`config.mk`:
```
export PLATFORM = sky130hd
export DESIGN_NAME = pipeline_interlock_unit
export DESIGN_NICKNAME = d
export VERILOG_FILES = /design/src/rtl/proc_isa_pkg.sv /design/src/rtl/md_handshake_fsm.sv /design/src/rtl/pipeline_interlock_unit.sv
export SDC_FILE = /design/constraint.sdc
export NUM_CORES = 1
export LEC_CHECK = 0
export ABC_AREA = 0
export ABC_CLOCK_PERIOD_IN_PS = 2200
export CAP_MARGIN = 30
export CORE_UTILIZATION = 25
export DETAILED_ROUTE_END_ITERATION = 8
export HOLD_SLACK_MARGIN = 0.06
export PLACE_DENSITY = 0.76
export SLEW_MARGIN = 10
export SYNTH_ARGS = -nofsm -noshare
export SYNTH_HDL_FRONTEND = slang
export SYNTH_SLANG_ARGS = --single-unit
```
`constraint.sdc`:
```
create_clock -name clock -period 2.2 [get_ports clock]
set_input_delay 0.44 -clock clock [delete_from_list [all_inputs] [get_ports clock]]
set_output_delay 0.44 -clock clock [all_outputs]
set_load 0.02 [all_outputs]
```
`src/rtl/proc_isa_pkg.sv`:
```
// ISA field positions, opcode/ALU-op encodings and multdiv FSM state codes
// shared by the pipeline interlock logic.
package proc_isa_pkg;

    localparam int OPCODE_HI = 31;
    localparam int OPCODE_LO = 27;
    localparam int RD_HI     = 26;
    localparam int RD_LO     = 22;
    localparam int RS_HI     = 21;
    localparam int RS_LO     = 17;
    localparam int RT_HI     = 16;
    localparam int RT_LO     = 12;
    localparam int ALUOP_HI  = 6;
    localparam int ALUOP_LO  = 2;

    localparam logic [4:0] OP_RTYPE = 5'b00000;
    localparam logic [4:0] OP_J     = 5'b00001;
    localparam logic [4:0] OP_BNE   = 5'b00010;
    localparam logic [4:0] OP_JAL   = 5'b00011;
    localparam logic [4:0] OP_JR    = 5'b00100;
    localparam logic [4:0] OP_ADDI  = 5'b00101;
    localparam logic [4:0] OP_BLT   = 5'b00110;
    localparam logic [4:0] OP_SW    = 5'b00111;
    localparam logic [4:0] OP_LW    = 5'b01000;
    localparam logic [4:0] OP_SETX  = 5'b10101;

    localparam logic [4:0] ALU_ADD  = 5'b00000;
    localparam logic [4:0] ALU_SUB  = 5'b00001;
    localparam logic [4:0] ALU_SLL  = 5'b00100;
    localparam logic [4:0] ALU_SRA  = 5'b00101;
    localparam logic [4:0] ALU_MUL  = 5'b00110;
    localparam logic [4:0] ALU_DIV  = 5'b00111;

    localparam logic [31:0] NOP = 32'h0000_0000;

    localparam logic [0:0] MD_IDLE = 1'b0;
    localparam logic [0:0] MD_BUSY = 1'b1;

endpackage

```
`src/rtl/md_handshake_fsm.sv`:
```
// IDLE/BUSY sequencer for the multi-cycle multdiv unit: start pulse, hold
// while busy, watchdog release and the registered overflow flag.
module md_handshake_fsm
    import proc_isa_pkg::*;
#(
    parameter int MD_MAX_CYCLES = 64
) (
    input  logic       clock,
    input  logic       reset_n,
    input  logic       dxIsMd,
    input  logic       mdReady,
    input  logic       mdException,
    output logic       mdStart,
    output logic       mdHold,
    output logic       mdRelease,
    output logic       mdOvf,
    output logic [0:0] mdState
);

    localparam int WDOG_W = (MD_MAX_CYCLES > 2) ? $clog2(MD_MAX_CYCLES) : 1;
    localparam logic [WDOG_W-1:0] WDOG_LAST = WDOG_W'(MD_MAX_CYCLES - 1);

    logic [0:0]        state;
    logic [0:0]        nextState;
    logic [WDOG_W-1:0] wdog;
    logic              expiry;

    // Handshake: mdStart pulses once, in IDLE, when a mul/div sits in DX with
    // valid operands; mdReady is looked at only in BUSY, and the cycle it is
    // seen high is the cycle the result is steered into XM. No backpressure.
    always_comb begin
        mdStart   = 1'b0;
        mdHold    = 1'b0;
        mdRelease = 1'b0;
        expiry    = 1'b0;
        nextState = state;
        case (state)
            MD_IDLE: begin
                if (dxIsMd) begin
                    mdStart   = 1'b1;
                    mdHold    = 1'b1;
                    nextState = MD_BUSY;
                end
            end
            MD_BUSY: begin
                if (mdReady) begin
                    mdRelease = 1'b1;
                    nextState = MD_IDLE;
                end else if (wdog == WDOG_LAST) begin
                    mdRelease = 1'b1;
                    expiry    = 1'b1;
                    nextState = MD_IDLE;
                end else begin
                    mdHold = 1'b1;
                end
            end
            default: nextState = MD_IDLE;
        endcase
    end

    always_ff @(posedge clock or negedge reset_n) begin
        if (!reset_n) begin
            state <= MD_IDLE;
            wdog  <= '0;
            mdOvf <= 1'b0;
        end else begin
            state <= nextState;
            if (mdStart) begin
                wdog <= '0;
            end else if (state == MD_BUSY && mdHold) begin
                wdog <= wdog + WDOG_W'(1);
            end
            mdOvf <= mdRelease & ((mdReady & mdException) | expiry);
        end
    end

    assign mdState = state;

endmodule

```
`src/rtl/pipeline_interlock_unit.sv`:
```
// Stall/bubble controller for load-use and multi-cycle mul/div hazards.
// Optional performance counters built only when STALL_COUNTERS_EN is defined.
module pipeline_interlock_unit
    import proc_isa_pkg::*;
#(
    parameter int CNT_WIDTH     = 32,
    parameter int MD_MAX_CYCLES = 64
) (
    input  logic                 clock,
    input  logic                 reset_n,
    input  logic [31:0]          in_fd,
    input  logic [31:0]          in_dx,
    input  logic                 dx_kill,
    input  logic                 md_ready,
    input  logic                 md_exception,
    output logic                 stall_pc,
    output logic                 stall_fd,
    output logic                 stall_dx,
    output logic                 bubble_dx,
    output logic                 bubble_xm,
    output logic                 md_start,
    output logic                 xm_sel_md,
    output logic                 md_ovf,
    output logic [CNT_WIDTH-1:0] stall_cycles,
    output logic [CNT_WIDTH-1:0] md_ops
);

    logic [4:0] fdOp, fdRd, fdRs, fdRt, fdAlu;
    logic [4:0] dxOp, dxRd, dxAlu;
    logic       dxIsMd, dxIsLw;
    logic       fdReadsRs, fdReadsRt, fdReadsRd;
    logic       loadUse, mdBusy;
    logic       mdStart, mdHold, mdRelease, mdOvf;
    logic [0:0] mdState;
    logic       unusedBits;

    assign fdOp  = in_fd[OPCODE_HI:OPCODE_LO];
    assign fdRd  = in_fd[RD_HI:RD_LO];
    assign fdRs  = in_fd[RS_HI:RS_LO];
    assign fdRt  = in_fd[RT_HI:RT_LO];
    assign fdAlu = in_fd[ALUOP_HI:ALUOP_LO];
    assign dxOp  = in_dx[OPCODE_HI:OPCODE_LO];
    assign dxRd  = in_dx[RD_HI:RD_LO];
    assign dxAlu = in_dx[ALUOP_HI:ALUOP_LO];
    assign unusedBits = ^{in_fd[11:7], in_fd[1:0], in_dx[21:7], in_dx[1:0]};

    assign dxIsMd = (dxOp == OP_RTYPE) && ((dxAlu == ALU_MUL) || (dxAlu == ALU_DIV)) && !dx_kill;
    assign dxIsLw = (dxOp == OP_LW) && (dxRd != 5'd0) && !dx_kill;

    assign fdReadsRs = !((fdOp == OP_J) || (fdOp == OP_JAL) || (fdOp == OP_SETX));
    assign fdReadsRt = (fdOp == OP_RTYPE) && (fdAlu != ALU_SLL) && (fdAlu != ALU_SRA);
    assign fdReadsRd = (fdOp == OP_SW) || (fdOp == OP_BNE) || (fdOp == OP_BLT) || (fdOp == OP_JR);

    md_handshake_fsm #(
        .MD_MAX_CYCLES(MD_MAX_CYCLES)
    ) uMdFsm (
        .clock      (clock),
        .reset_n    (reset_n),
        .dxIsMd     (dxIsMd),
        .mdReady    (md_ready),
        .mdException(md_exception),
        .mdStart    (mdStart),
        .mdHold     (mdHold),
        .mdRelease  (mdRelease),
        .mdOvf      (mdOvf),
        .mdState    (mdState)
    );

    assign mdBusy = (mdState == MD_BUSY);

    // dxRd != 0 is already part of dxIsLw, so r0 can never match here.
    assign loadUse = !mdBusy && !dxIsMd && dxIsLw &&
                     ((fdReadsRs && (fdRs == dxRd)) ||
                      (fdReadsRt && (fdRt == dxRd)) ||
                      (fdReadsRd && (fdRd == dxRd)));

    // Combinational controls are forced low while reset is held, so a mul/div
    // still sitting in DX cannot raise a start or stall during reset.
    assign stall_pc  = reset_n & (mdHold | loadUse);
    assign stall_fd  = reset_n & (mdHold | loadUse);
    assign stall_dx  = reset_n & mdHold;
    assign bubble_dx = reset_n & loadUse;
    assign bubble_xm = reset_n & mdHold;
    assign md_start  = reset_n & mdStart;
    assign xm_sel_md = reset_n & mdRelease;
    assign md_ovf    = mdOvf;

`ifdef STALL_COUNTERS_EN
    logic [CNT_WIDTH-1:0] stallCnt;
    logic [CNT_WIDTH-1:0] mdOpsCnt;

    always_ff @(posedge clock or negedge reset_n) begin
        if (!reset_n) begin
            stallCnt <= '0;
            mdOpsCnt <= '0;
        end else begin
            if (stall_pc)  stallCnt <= stallCnt + CNT_WIDTH'(1);
            if (xm_sel_md) mdOpsCnt <= mdOpsCnt + CNT_WIDTH'(1);
        end
    end

    assign stall_cycles = stallCnt;
    assign md_ops       = mdOpsCnt;
`else
    assign stall_cycles = '0;
    assign md_ops       = '0;
`endif

    // The pipeline must never squash DX while a mul/div holds it.
    mdKillInBusy: assert property (@(posedge clock) disable iff (!reset_n) !(mdBusy && dx_kill));

endmodule

```
Yosys cells after proc, flatten, opt, wreduce, memory -nomap -nowiden
Index checks and enable logic that the tools add are counted.

word-level totals
  flip-flop bits (word level) = 8
  latch bits = 0
  memory bits (writable) = 0
  ROM bits = 0
  input bits = 69
  output and inout port bits = 72
  logic and storage cells = 71
  memories kept = 0

operators by class
  $add $sub $neg = 1
  $mul = 0
  divide/modulo/power cells = 0
  $lt $le $gt $ge = 0
  equal/unequal tests = 16
  shifts and indexed selects = 0
  mux-type cells = 12
  bitwise operators = 10
  reduce and logical (&&, ||, !) cells = 29

operators by type and width
  kind                   count
  $eq A5 B3 Y1 const B   5
  $eq A5 B5 Y1           3
  $logic_and A1 B1 Y1    13
  $mux W6                2
  $eq A5 B2 Y1 const B   2
  $logic_not A5 Y1       2
  $ne A5 B3 Y1 const B   2
  $mux W1                9
  $logic_or A1 B1 Y1     8
  $and A1 B1 Y1          7
  $add A6 B1 Y6 const B  1
  $eq A6 B6 Y1 const B   1
  $eq A5 B1 Y1 const B   1
  $eq A5 B4 Y1 const B   1
  $eq A5 B5 Y1 const B   1
  $reduce_bool A5 Y1     1
  $logic_not A1 Y1       4
  $or A1 B1 Y1           2
  $pmux W1 S2            1
  $reduce_bool A2 Y1     1
  $not A1 Y1             1

Logic depth before layout (Yosys ltp)
  word-level depth = 10
  depth in mapped cells = 7

Cells and area by module
A second synthesis with hierarchy kept.

second synthesis, totals
  cells, all modules = 155
  area total of the unflattened synthesis = 1271.2 µm²

modules (own cells, without submodules)
  module                   times used  cells an instance  area each (µm²)  sequential area each (µm²)
  pipeline_interlock_unit  1           114                828.3            0.0
  md_handshake_fsm         1           41                 442.9            200.2

Worst setup path before layout
No wires, ideal clock.

  kind = flip-flop to output port
  start = register uMdFsm.wdog[0]
  end = output port stall_pc
  arrival time = 2.107 ns
  required time = 1.760 ns
  setup slack = -0.347 ns
  stages on the path, launching flop included = 8
  path buffers = 1
  cell sequence = dfrtp_1 -> ha_1 -> and3_1 -> a311oi_2 -> or2_1 -> and2_1 -> or2_1 -> buf_4

on the way
  cells in the longest elaborated chain, start to end = 6

RTL lines
  item                    line                           source
  from (decl)             md_handshake_fsm.sv:25         logic [WDOG_W-1:0] wdog;
  from (signal assigned)  md_handshake_fsm.sv:71         wdog <= wdog + WDOG_W'(1);
  $eq A6 B6 Y1            md_handshake_fsm.sv:49         end else if (wdog == WDOG_LAST) begin
  $mux W1                 md_handshake_fsm.sv:49
  $mux W1                 md_handshake_fsm.sv:46         if (mdReady) begin
  $pmux W1 S2             md_handshake_fsm.sv:37         case (state)
  named net mdHold        pipeline_interlock_unit.sv:33  logic mdStart, mdHold, mdRelease, mdOvf;
  $or A1 B1 Y1            -
  $and A1 B1 Y1           -
  to (decl)               pipeline_interlock_unit.sv:16  output logic stall_pc,

The timed path passes the listed nets, and every way through them passes these cells.

Worst setup path after layout
  start = register uMdFsm.wdog[1]
  end = output port stall_fd

on the way
  cells in the longest elaborated chain, start to end = 6

RTL lines
  item              line                           source
  $eq A6 B6 Y1      md_handshake_fsm.sv:49
  $mux W1           md_handshake_fsm.sv:49
  $mux W1           md_handshake_fsm.sv:46
  $pmux W1 S2       md_handshake_fsm.sv:37
  named net mdHold  pipeline_interlock_unit.sv:33
  $or A1 B1 Y1      pipeline_interlock_unit.sv:80  assign stall_fd = reset_n & (mdHold | loadUse);
  $and A1 B1 Y1     pipeline_interlock_unit.sv:80
  to (decl)         pipeline_interlock_unit.sv:17  output logic stall_fd,

The timed path passes the listed nets, and every way through them passes these cells.

==> flow_summary.rst <==
.. list-table::
   :header-rows: 1

   * - Metric
     - Value
   * - Post-route worst setup slack
     - -0.09963 ns
   * - Number of routed nets with antenna violations
     - 0
   * - Flop pwr share
     - 0.255
   * - HP Class
     - reg -> reg
   * - Min Clock Period, post-route
     - 2.300 ns
   * - Kind of start point of the critical path
     - register
   * - Syn Std Cell Area
     - 1210 um2
   * - Maximum single-stage delay on the critical path
     - 0.36 ns
   * - Power Density
     - 335.1 nW/um2
   * - Type of element capturing the critical path
     - output port
   * - CP cell instances
     - ha_2 > and3_4 > a311oi_4 > or2_1 > and2_4 > or2_4 > buf_6
   * - Net Sw Frac
     - 0.3845
   * - Critical path peak fanout
     - 3
   * - Proportion of netlist area held by the largest area contributor
     - 0.4095
   * - Setup CP Type
     - reg -> out
   * - Core area
     - 4504 um2
   * - Placement row count
     - 24
   * - Critical path buffers and inverters
     - 1
   * - Post-place setup slack
     - -1.046 ns
   * - Share of cells above drive strength 1
     - 0.3170
   * - Number of H-tree branching levels
     - 1
   * - Capture instance of the worst register-to-register path
     - uMdFsm.wdog[2]
   * - Clock insertion delay at the later pin of the skew report
     - 0.24 ns
   * - Count of flip-flops with a built-in enable after synthesis
     - 0
   * - Effective utilization at floorplan
     - 0.2686
   * - Relative area change from synthesis to final layout
     - 54.29%
   * - Vias in the first global route
     - 1006
   * - Total count of hold-check failures in the final report
     - 0
   * - Required time worst endpoint
     - 1.76 ns
   * - Slowest cell on crit path
     - dfrtp_1
   * - Maximum number of buffers from clock root to sink
     - 2
   * - Final cycle utilization of the critical path
     - 1.045
   * - Final Slew Violations
     - 0
   * - FFs w/ async S/R, synth
     - 1.000
   * - Count of synthesis-stage warnings from yosys
     - 0
   * - Switching component of the power
     - 240.6 uW
   * - Primary FF master, synth
     - dfrtp_1
   * - Global route overflow
     - 0
   * - Highest achievable clock rate
     - 434.9 MHz
   * - Wire length reported by the detailed router
     - 2.933 mm
   * - Critical path destination
     - stall_fd
   * - Height of the die
     - 71.57 um
   * - Average detailed-routed wire length per instance
     - 10.63 um
   * - Clock sinks
     - 8
   * - TritonCTS clock tree
     - done
   * - Setup violation total in the final timing report
     - 2
   * - Post-Route Skew
     - 0.006047 ns
   * - Worst setup path startpoint
     - uMdFsm.wdog[1]
   * - Share of the yosys chip area belonging to registers
     - 0.1655
   * - Hold_buf cts
     - 0
   * - Port Buf Inserts
     - 50
   * - Number of clock buffers inserted by TritonCTS
     - 3
   * - Clock slew seen by the registers of the worst setup and hold paths
     - 0.04 ns
   * - X dimension of the die
     - 71.57 um
   * - Number of logic stages on the critical path including buffering
     - 7
   * - Number of cells on the worst reg-to-reg path
     - 7
   * - I/O pin total
     - 141
   * - Worst hold start
     - uMdFsm.wdog[0]
   * - Fraction of power consumed by combinational cells
     - 0.454
   * - Outcome
     - finished, violations left
   * - Total power after layout
     - 625.6 uW
   * - Cell-internal power
     - 385.1 uW
   * - Area of the die
     - 5122 um2
   * - Standby leakage power
     - 0.0009676 uW
   * - R2R Setup Slk
     - 0.62 ns
   * - Part of the total power dissipated in the clock network
     - 0.291
   * - Vias
     - 1077
   * - First-pass GRT wire length
     - 4.540 mm
   * - Violations in the final reports
     - setup timing
   * - Root buf cell
     - clkbuf_8
   * - Via density per instance
     - 3.902
   * - Number of antenna violations at the first check in global routing
     - 0
   * - Commonest cells after routing, fill and taps aside
     - conb_1, buf_4, dlygate4sd2_1
   * - Average footprint of a synthesized cell
     - 8.287 um2
   * - Top area cells in the synthesized netlist
     - buf_4, dfrtp_1, xor2_1
   * - Cell taking the most area after synthesis
     - buf_4
   * - Iteration count of the initial detailed-routing pass
     - 4
   * - Antenna Cells
     - 0
   * - Count of nets after finishing
     - 296
   * - Global Route Usage Sum
     - 0.1151
   * - Unique cell type count in the Yosys netlist
     - 31
   * - FF-to-FF Start
     - uMdFsm.wdog[1]
   * - Most frequent standard cell in the layout excluding fill and tap cells
     - conb_1
   * - Cell count after synthesis
     - 146
   * - Global placer's final weighted congestion
     - 0.7274
   * - Pin count of the biggest net entering global routing
     - 12
   * - DRC Markers
     - 0
   * - Crit-path leading delay family
     - simple AND/OR/NAND/NOR gates
   * - Data arrival at the endpoint of the critical path
     - 1.86 ns
   * - Maximum Capacitance Violations
     - 0
   * - Setup repair after global routing missed its margin
     - true
   * - Peak ir drop on the vdd network
     - 0.0001317 V
   * - HPWL after DPL
     - 2.333 mm
   * - Violation count after the first detailed-route iteration
     - 40
   * - Register bit total from synthesis
     - 8
-- power groups by stage --
stage          combinational (uW)  clock, uW  sequential, uW
6_report                      284        182             160
5_1_grt                       306        197             160
4_1_cts                       276        188             159
3_5_place_dp                  272          0             161
3_3_place_gp                  268          0             161
2_1_floorplan                 230          0             162
-- cells in the mapped netlist, types with 3 or more instances --
cell,number
nor4_1,4
xor2_1,17
nor2_1,7
and3_1,3
dfrtp_1,8
nand2_1,5
buf_4,66
inv_1,5
o21ai_1,3
-- worst reg2reg max path, stage by stage, from the launching register on --
cell      delay, ns
dfrtp_1        0.38
ha_2           0.20
and3_4         0.16
a311oi_4       0.23
buf_4          0.19
o21ai_1        0.09
xor2_1         0.16
nor2_1         0.06
-- state kept, by name, summed over array words and instances (netlist names) --
register,flops
uMdFsm.wdog,6
uMdFsm.mdState,1
uMdFsm.mdOvf,1
-- layout make-up --
class                   instances  area (um2)
fillers                       491        2638
repair buffers                 79       665.6
multi-input cells             129       875.8
inverters                       5       18.77
well taps                      52       65.06
flip-flops and latches          8       200.2
clock buffers                   3       41.29
-- through the flow --
stage	cell area, um2	setup TNS [ns]	std cells	utilization	hold WS [ns]
after floorplan	1470	-0.1192	209	-	0.1444
after global placement	1708	-5.064	267	0.3792	0.5491
after detailed placement	1708	-5.177	267	0.3792	0.5633
after CTS	1851	-0.1729	273	0.4108	0.5656
after global routing	1867	-0.3781	276	0.4144	0.5795
final	1867	-0.1985	276	0.4144	0.5689
-- how the worst min path moves through the flow --
stage,end,slack (ns),depth (start not counted)
after global routing,uMdFsm.wdog[0],0.58,2
after floorplan,uMdFsm.mdOvf,0.14,0
after global placement,uMdFsm.wdog[0],0.55,2
final,uMdFsm.wdog[0],0.57,2
after detailed placement,uMdFsm.wdog[0],0.56,2
after CTS,uMdFsm.wdog[0],0.57,2
-- metal layers --
metal | global-route usage | wire (um) | vias to the layer above
li1 | - | - | 507
met5 | 0 | 0 | -
met4 | 0.05882 | 89 | 0
met3 | 0.02110 | 255 | 7
met1 | 0.1228 | 1018 | 486
met2 | 0.2159 | 1571 | 77
-- what timing repair did --
| action | 4_1_cts | 5_1_grt |
|---|---|---|
| endpoints found under the setup margin | 7 | 7 |
| buffers inserted | 3 | 4 |
| resized for setup | 119 | 9 |
| pin swaps | 22 | 9 |
-- kinds of logic after synthesis --
group           share of synthesized area
fa+ha+maj                         0.01034
mux                              0.008273
other cells                      0.003099
flops                              0.1655
xor+xnor                           0.1375
simple gates                       0.1820
buf+inv                            0.4292
compound gates                    0.06410
Note: power is estimated with default switching activity, not from simulation.
